File: src/rtl/xor_stream_decoder_if.sv
`default_nettype none
// =============================================================================
// xor_stream_decoder_if : encoded-in / decoded-out handshake bundle
// Revision 1.0
// =============================================================================
interface xor_stream_decoder_if #(
  parameter int unsigned WIDTH = 8
);
  logic [WIDTH-1:0] in_data;
  logic             in_valid;
  logic             in_ready;
  logic             frame_start;
  logic [WIDTH-1:0] out_data;
  logic             out_valid;
  logic             out_ready;

  // slave: the decoder itself
  modport slave (
    input  in_data, in_valid, frame_start, out_ready,
    output in_ready, out_data, out_valid
  );

  // master: the surrounding source/sink environment
  modport master (
    output in_data, in_valid, frame_start, out_ready,
    input  in_ready, out_data, out_valid
  );
endinterface
`default_nettype wire

File: src/rtl/xor_stream_decoder.sv
`default_nettype none
// =============================================================================
// xor_stream_decoder : recovers x[n] = y[n] ^ x[n-1] ^ KEY from a keyed XOR stream.
// Optional macro XOR_DEC_WRAP_FLAG_EN adds a sticky count_wrapped output.
// Revision 1.0
// =============================================================================
module xor_stream_decoder #(
  parameter int unsigned      WIDTH = 8,
  parameter logic [WIDTH-1:0] KEY   = WIDTH'(8'd17),
  parameter logic [WIDTH-1:0] SEED  = WIDTH'(8'h03)
) (
  input  wire logic           clk,
  input  wire logic           clear,
  xor_stream_decoder_if.slave bus,
  output logic [15:0]         sym_count
`ifdef XOR_DEC_WRAP_FLAG_EN
  ,
  output logic                count_wrapped
`endif
);

  typedef enum logic [0:0] {
    IDLE = 1'b0,
    RUN  = 1'b1
  } state_t;

  state_t           r_state;
  logic [WIDTH-1:0] r_hist;
  logic [WIDTH-1:0] r_out_data;
  logic             r_out_valid;
  logic [15:0]      r_sym_count;
`ifdef XOR_DEC_WRAP_FLAG_EN
  logic             r_count_wrapped;
`endif

  logic             w_in_ready;
  logic             w_accept;
  logic [WIDTH-1:0] w_prev;
  logic [WIDTH-1:0] w_decoded;

  // The output stage can take a new symbol whenever it is empty or draining.
  assign w_in_ready = !r_out_valid || bus.out_ready;
  assign w_accept   = bus.in_valid && w_in_ready;
  assign w_prev     = (bus.frame_start || (r_state == IDLE)) ? SEED : r_hist;
  assign w_decoded  = bus.in_data ^ w_prev ^ KEY;

  always_ff @(posedge clk) begin
    if (clear) begin
      r_state     <= IDLE;
      r_hist      <= SEED;
      r_out_data  <= '0;
      r_out_valid <= 1'b0;
      r_sym_count <= 16'd0;
`ifdef XOR_DEC_WRAP_FLAG_EN
      r_count_wrapped <= 1'b0;
`endif
    end else if (w_accept) begin
      r_state     <= RUN;
      r_hist      <= w_decoded;
      r_out_data  <= w_decoded;
      r_out_valid <= 1'b1;
      r_sym_count <= r_sym_count + 16'd1;
`ifdef XOR_DEC_WRAP_FLAG_EN
      if (r_sym_count == 16'hFFFF) begin
        r_count_wrapped <= 1'b1;
      end
`endif
    end else if (bus.out_ready) begin
      r_out_valid <= 1'b0;
    end
  end

  assign bus.in_ready  = w_in_ready;
  assign bus.out_data  = r_out_data;
  assign bus.out_valid = r_out_valid;
  assign sym_count     = r_sym_count;
`ifdef XOR_DEC_WRAP_FLAG_EN
  assign count_wrapped = r_count_wrapped;
`endif

endmodule
`default_nettype wire

File: src/flat_wrapper.sv
// flat-port wrapper written by rule: the top's interface ports become plain ports
module xor_stream_decoder_flat 
#(
  parameter int unsigned      WIDTH = 8,
  parameter logic [WIDTH-1:0] KEY   = WIDTH'(8'd17),
  parameter logic [WIDTH-1:0] SEED  = WIDTH'(8'h03)
)
  (clk, clear, sym_count, bus_in_data, bus_in_valid, bus_frame_start, bus_out_ready, bus_in_ready, bus_out_data, bus_out_valid);
  xor_stream_decoder_if #(.WIDTH(WIDTH)) bus_i ();
  input  wire logic clk;
  input  wire logic clear;
  output logic [15:0] sym_count;
  input wire logic [$bits(bus_i.in_data)-1:0] bus_in_data;
  input wire logic [$bits(bus_i.in_valid)-1:0] bus_in_valid;
  input wire logic [$bits(bus_i.frame_start)-1:0] bus_frame_start;
  input wire logic [$bits(bus_i.out_ready)-1:0] bus_out_ready;
  output wire logic [$bits(bus_i.in_ready)-1:0] bus_in_ready;
  output wire logic [$bits(bus_i.out_data)-1:0] bus_out_data;
  output wire logic [$bits(bus_i.out_valid)-1:0] bus_out_valid;
  assign bus_i.in_data = bus_in_data;
  assign bus_i.in_valid = bus_in_valid;
  assign bus_i.frame_start = bus_frame_start;
  assign bus_i.out_ready = bus_out_ready;
  assign bus_in_ready = bus_i.in_ready;
  assign bus_out_data = bus_i.out_data;
  assign bus_out_valid = bus_i.out_valid;
  xor_stream_decoder #(.WIDTH(WIDTH), .KEY(KEY), .SEED(SEED)) u_core (.clk(clk), .clear(clear), .bus(bus_i), .sym_count(sym_count));
endmodule
File: config.mk
export PLATFORM = sky130hd
export DESIGN_NAME = xor_stream_decoder_flat
export DESIGN_NICKNAME = d
export VERILOG_FILES = /design/src/rtl/xor_stream_decoder_if.sv /design/src/rtl/xor_stream_decoder.sv /design/src/flat_wrapper.sv
export SDC_FILE = /design/constraint.sdc
export NUM_CORES = 1
export LEC_CHECK = 0
export ABC_AREA = 1
export ABC_CLOCK_PERIOD_IN_PS = 2050
export BUFFER_PORTS_ARGS = -buffer_cell sky130_fd_sc_hd__clkbuf_2
export CORE_MARGIN = 5
export CORE_UTILIZATION = 55
export DETAILED_ROUTE_END_ITERATION = 16
export HOLD_SLACK_MARGIN = 0.06
export PLACE_DENSITY = 0.88
export SLEW_MARGIN = 20
export SYNTH_ARGS = -nofsm -noshare
export SYNTH_HDL_FRONTEND = slang
export SYNTH_SLANG_ARGS = --single-unit
File: constraint.sdc
create_clock -name clk -period 2.05 [get_ports clk]
set_input_delay 0.1025 -clock clk [delete_from_list [all_inputs] [get_ports clk]]
set_output_delay 0.1025 -clock clk [all_outputs]
set_load 0.005 [all_outputs]
==> flow_summary.toml, run 1 <==
[placement]
port_buffers = 38
place_congestion = 0.829
place.detailed.hpwl_mm = 2.13

[final_layout]
drive_gt1_share_pct = 25.4
utilization_pct = 65.8
num_antenna_cells = 0
syn_to_final_growth_pct = 14.7
layout.nets = 247
n_fill_cell = 246

[drt]
viasPerCell = 4.90
drtIter0Drc = 60
via_count = 1284
wl_per_cell_microns = 10.6
wl_mm = 2.78
ant_nets = 0
drc = 0
dr.pass1.iters = 4

[logic_synthesis]
synth_cells = 199
syn-num-nets = 213
synth_area_sq_um = 1420
ys_seq_area_share_pct = 39.4
yosysWarnings = 0
yosys.cell_types.count = 28
synth-seq-cells = 28
avgSynthCellArea_sq_um = 7.14

[die]
io_pins = 39
core.rowCount = 18
initial_core_util_pct = 57.4
fp.dieW_microns = 60.8
die_h_microns = 60.8
die_area_sq_um = 3700
core_area_sq_um = 2480

[clock_tree]
worstSkewPairLatency_ps = 320
htree_levels = 1
root_buffer = "clkbuf_4"
cts_tree = "built"
clock-sinks = 28
cts_buffers = 3
clkTransAtPathRegs_ps = 140
cts_max_path_buffers = 2

[critical_path]
crit_slowest_cell = "dfxtp_1"
worstPathMaxFanout = 5
cp_common_cell = "nand2_1"
worst-setup-path-type = "flop to flop"
critPathCaptureType = "flop"
crit_chain = "ha_1, nand3_1, nor3_4, nand2_2, nand2_1, nand2_1, nor2_1"
max_stage_delay_ps = 450
arrival_ps = 1700
worstSetupStartpointType = "flop"
crit_start = "u_core.sym_count[0]$_SDFFE_PP0P_"
r2r_start = "u_core.sym_count[0]$_SDFFE_PP0P_"
crit_required_ps = 2320

[global_routing]
grt_max_degree = 22
overflow = 0
use_met3_pct = 4.68
grt_busiest_layer = "met2"
antenna_found_initial = 0
track_usage_pct = 16.3
use_met1_pct = 22.5
first_global_vias = 1119
grt_util_met2_pct = 25.3
grt_pass1_wl_mm = 4.71

[timing]
worst_pin_slew_ps = 440
tns_ps = 0
clock_skew_ps = 4.60
slew_violations = 0
rsz0062_at_grt = "no"
min_period_over_period_pct = 69.6
finalHoldViolCount = 0
setup_viol = 0
period_minus_slack_ps = 1430
slew_headroom_pct = 70.7
clock.fmax_mhz = 701

[run_status]
status = "finished, final reports clean"

[pwr]
swShare_pct = 24.3
p_switching_uw = 231
combPwrFrac_pct = 11.5
power.leakage_uw = 0.000768
sequentialPowerShare_pct = 61.1
clockPowerShare_pct = 27.4
powerDensity_nw_per_um2 = 582
ir_drop_mv = 0.392
internal_power_uw = 719

[min_path]
hp-start = "bus_in_data[1]"
holdCritPathClass = "input port to flop"

[run]
max-cap-violations = 0
[synth_stat cells]
cell | n | share of area (%)
nand2_4 | 2 | 1.6
nand3_1 | 4 | 1.4
and3_1 | 6 | 2.6
nor3_2 | 5 | 3.5
nor2_2 | 1 | 0.44
ha_1 | 1 | 0.88
clkinv_1 | 1 | 0.26
o21ai_0 | 2 | 0.70
nor3_4 | 1 | 1.1
nand4_1 | 7 | 3.1
buf_2 | 3 | 1.1
nor3_1 | 5 | 1.8
o21a_1 | 2 | 1.1
nand3_2 | 1 | 0.70
a211oi_1 | 1 | 0.53
nor2_4 | 2 | 1.6
nor2_1 | 35 | 9.2
buf_4 | 6 | 3.2
buf_1 | 1 | 0.26
inv_4 | 1 | 0.44
inv_1 | 22 | 5.8
nand2_2 | 3 | 1.3
buf_6 | 1 | 0.79
o21ai_1 | 3 | 1.1
inv_2 | 1 | 0.26
dfxtp_1 | 28 | 39
a21oi_1 | 18 | 6.3
nand2_1 | 36 | 9.5
[worst max-delay path, delay by kind of cell (launching register included)]
kind / cells / cell delay (ps)
flip-flops: 1 / 450
AND/OR/NAND/NOR: 6 / 700
adder cells (fa/ha/maj): 1 / 220
[area by class of cell]
class / instances / area, sq um / area share (%)
Timing Repair Buffer: 40 / 210 / 12.9
Clock buffer: 4 / 36.3 / 2.23
Inverter: 25 / 96.3 / 5.91
Multi-Input combinational cell: 135 / 689 / 42.3
Sequential cell: 28 / 561 / 34.4
Tap cell: 30 / 37.5 / 2.30
[sequential cells by signal (all words and copies together), names as in the netlist]
| name | cells |
|---|---|
| u_core.r_state | 1 |
| u_core.r_hist | 2 |
| u_core.bus.out_valid | 1 |
| u_core.sym_count | 16 |
| u_core.bus.out_data | 8 |
[final timing paths]
path                                               to  slack (ps)  cells after the start
hold reg to reg   u_core.bus.out_data[0]$_SDFFE_PP0P_         480                      2
setup reg to reg    u_core.sym_count[10]$_SDFFE_PP0P_         620                      7
hold / removal          u_core.r_hist[1]$_SDFFE_PP1P_          80                      4
setup / recovery    u_core.sym_count[10]$_SDFFE_PP0P_         620                      7
[timing repair]
item / CTS / global route
buffers inserted: 0 / 0
gates resized for setup: 0 / 0
endpoints found under the hold margin: 2 / 0
hold buffers: 2 / 0
[routing by layer]
layer,up-vias,wire length (microns)
met2,34,1230
li1,707,-
met3,2,220
met4,0,14
met1,541,1320
met5,-,0
[cells by family after synthesis]
| group | synth area share, % |
|---|---|
| AND/OR/NAND/NOR | 37.9 |
| flip-flops | 39.4 |
| buffers and inverters | 12.1 |
| adder cells (fa/ha/maj) | 0.880 |
| AO/OA/AOI/OAI | 9.68 |
[placed cells by master, fill, tap and decap left out, drive strengths merged]
cell type | synthesis | routed
nor3 | 11 | 11
o21ai | 5 | 5
a211oi | 1 | 1
o21a | 2 | 2
dlygate4sd3 | 0 | 2
clkinv | 1 | 1
nand4 | 7 | 7
nor2 | 38 | 38
inv | 24 | 24
nand3 | 5 | 5
dfxtp | 28 | 28
nand2 | 41 | 41
and3 | 6 | 6
a21oi | 18 | 18
clkbuf | 0 | 42
ha | 1 | 1
[power by group through the flow]
| stage | clock network, uW | registers, uW | logic [uW] |
|---|---|---|---|
| finish | 260 | 580 | 109 |
| global route | 299 | 584 | 124 |
| CTS | 271 | 580 | 110 |
| detailed placement | 0 | 592 | 107 |
| global placement | 0 | 591 | 105 |
| floorplan | 0 | 590 | 82.3 |
[through the flow]
step / hold slack (ps) / power, uW / std cells / instance area [sq um] / setup slack, ps
4_1_cts: 69.3 / 961 / 262 / 1630 / 624
2_1_floorplan: 242 / 672 / 199 / 1420 / 779
3_3_place_gp: 358 / 696 / 256 / 1570 / 700
6_report: 80.4 / 949 / 262 / 1630 / 623
3_5_place_dp: 364 / 699 / 256 / 1570 / 663
5_1_grt: 82.3 / 1010 / 262 / 1630 / 484
Note: power is estimated with default switching activity, not from simulation.
==> run 2: changes to the inputs <==
Settings changed: ABC_CLOCK_PERIOD_IN_PS 2050 to 1400, CORE_UTILIZATION 55 to 51, PLACE_DENSITY 0.88 to 0.83.
Clock period 2.05 ns to 1.4 ns, I/O delays scaled along.
==> flow_summary.toml, run 2 (same netlist as run 1, synthesis figures left out) <==
[run_status]
status = "finished, final reports clean"

[critical_path]
crit_start = "bus_out_ready"
crit_required_ps = 1680
arrival_ps = 1610
crit_buf_inv = 4
worstPathMaxFanout = 12
max_stage_delay_ps = 540
worst-setup-path-type = "input port to flop"
cp_common_cell = "nand2_1"
worstSetupStartpointType = "input port"
critPathCaptureType = "flop"
crit_chain = "dlygate4sd3_1, clkbuf_2, inv_2, nand2_4, nand2_8, buf_4, nor3_4, nand2_2, nand2_1, nand2_1, nor2_1"
cpLargestDelayFamily = "buffers and inverters"
crit_slowest_cell = "dlygate4sd3_1"
r2r_start = "u_core.sym_count[1]$_SDFFE_PP0P_"

[min_path]
hp-start = "bus_in_data[2]"
holdCritPathClass = "input port to flop"

[timing]
setup_viol = 0
slew_headroom_pct = 80.3
period_minus_slack_ps = 1320
slew_violations = 0
finalHoldViolCount = 0
clock.fmax_mhz = 755
whs_ps = 86.9
worst_pin_slew_ps = 296
min_period_over_period_pct = 94.5
clock_skew_ps = 6.77

[run]
max-cap-violations = 0

[final_layout]
num_antenna_cells = 0
layout_common_cells = "clkbuf_2 (38), nand2_1 (36), nor2_1 (34), dfxtp_1 (25), inv_1 (22)"
layout.nets = 255
syn_to_final_growth_pct = 20.8
final_common_cell = "clkbuf_2"
largest_reg_flops = 16
drive_gt1_share_pct = 29.2
utilization_pct = 63.3
final_area_sq_um = 1720
n_fill_cell = 246

[clock_tree]
cts_buffers = 3
cts_max_path_buffers = 2
clock-sinks = 28
cts_tree = "built"
root_buffer = "clkbuf_4"
htree_levels = 1
postCtsSetupBuffers = 0
worstSkewPairLatency_ps = 330
clkTransAtPathRegs_ps = 150

[placement]
port_buffers = 38
placed_area_sq_um = 1620
place.detailed.hpwl_mm = 2.22
place_congestion = 0.817

[die]
core_area_sq_um = 2710
core.rowCount = 19
die_h_microns = 62.8
io_pins = 39
initial_core_util_pct = 52.4
fp.dieW_microns = 62.8
die_area_sq_um = 3940

[pwr]
ir_drop_mv = 0.636
powerDensity_nw_per_um2 = 834
power_uw = 1430
power.leakage_uw = 0.000807

[drt]
viasPerCell = 5.04
wl_mm = 3.00
wl_per_cell_microns = 11.1
drc = 0
dr.pass1.iters = 4
via_count = 1367
drtIter0Drc = 30
ant_nets = 0

[global_routing]
first_global_vias = 1245
track_usage_pct = 15.5
grt_max_degree = 16
overflow = 0
antenna_found_initial = 0
grt_pass1_wl_mm = 5.11
run 2: cell count changes in the layout (fill, tap and decap cells not counted), moves of 2 or more:
cell	before	now
dfxtp_2	0	3
dfxtp_1	28	25
dlygate4sd3_1	2	4
buf_4	0	6
run 2: metrics by stage:
stage	cells	setup TNS, ps	worst slack (ps)
after global routing	271	-13.9	-13.9
after global placement	263	0	116
after CTS	271	0	46.4
after floorplan	199	0	129
after detailed placement	263	0	79.3
final	271	0	76.3
run 2: routing by layer:
| metal | vias up | GRT usage, % | routed length, microns |
|---|---|---|---|
| met4 | 0 | 7.43 | 67 |
| met3 | 7 | 2.70 | 109 |
| li1 | 726 | - | - |
| met1 | 608 | 18.8 | 1360 |
| met2 | 26 | 26.2 | 1460 |
| met5 | - | 0 | 0 |
run 2: cell type report:
class / instances / area (sq um) / share of cell area, %
inverters: 25 / 96.3 / 5.61
multi-input cells: 135 / 706 / 41.1
repair buffers: 48 / 275 / 16.0
well taps: 31 / 38.8 / 2.26
flip-flops and latches: 28 / 564 / 32.9
clock buffers: 4 / 36.3 / 2.11
run 2: timing repair:
action,4_1_cts,5_1_grt
resized for setup,0,6
endpoints found under the hold margin,8,0
setup endpoints to repair,0,7
hold buffers,4,0
run 2: power breakdown:
| part | switching [uW] | leakage, uW | internal, uW |
|---|---|---|---|
| registers | 20.0 | 0.000230 | 828 |
| clock network | 240 | 0.0000210 | 159 |
| logic | 103 | 0.000556 | 81.8 |
| total | 362 | 0.000807 | 1070 |
run 2: tightest hold or removal path, cell delays in order:
cell,delay (ps)
clkbuf_2,80
inv_1,40
nor2_1,40
a21oi_1,110
nor3_1,50
run 2: final timing paths:
path                                              end  cells after the start  slack, ps
setup / recovery    u_core.sym_count[10]$_SDFFE_PP0P_                     11         80
hold / removal    u_core.bus.out_data[2]$_SDFFE_PP0P_                      5         90
setup reg to reg    u_core.sym_count[14]$_SDFFE_PP0P_                      7        120
hold reg to reg   u_core.bus.out_data[0]$_SDFFE_PP0P_                      2        470
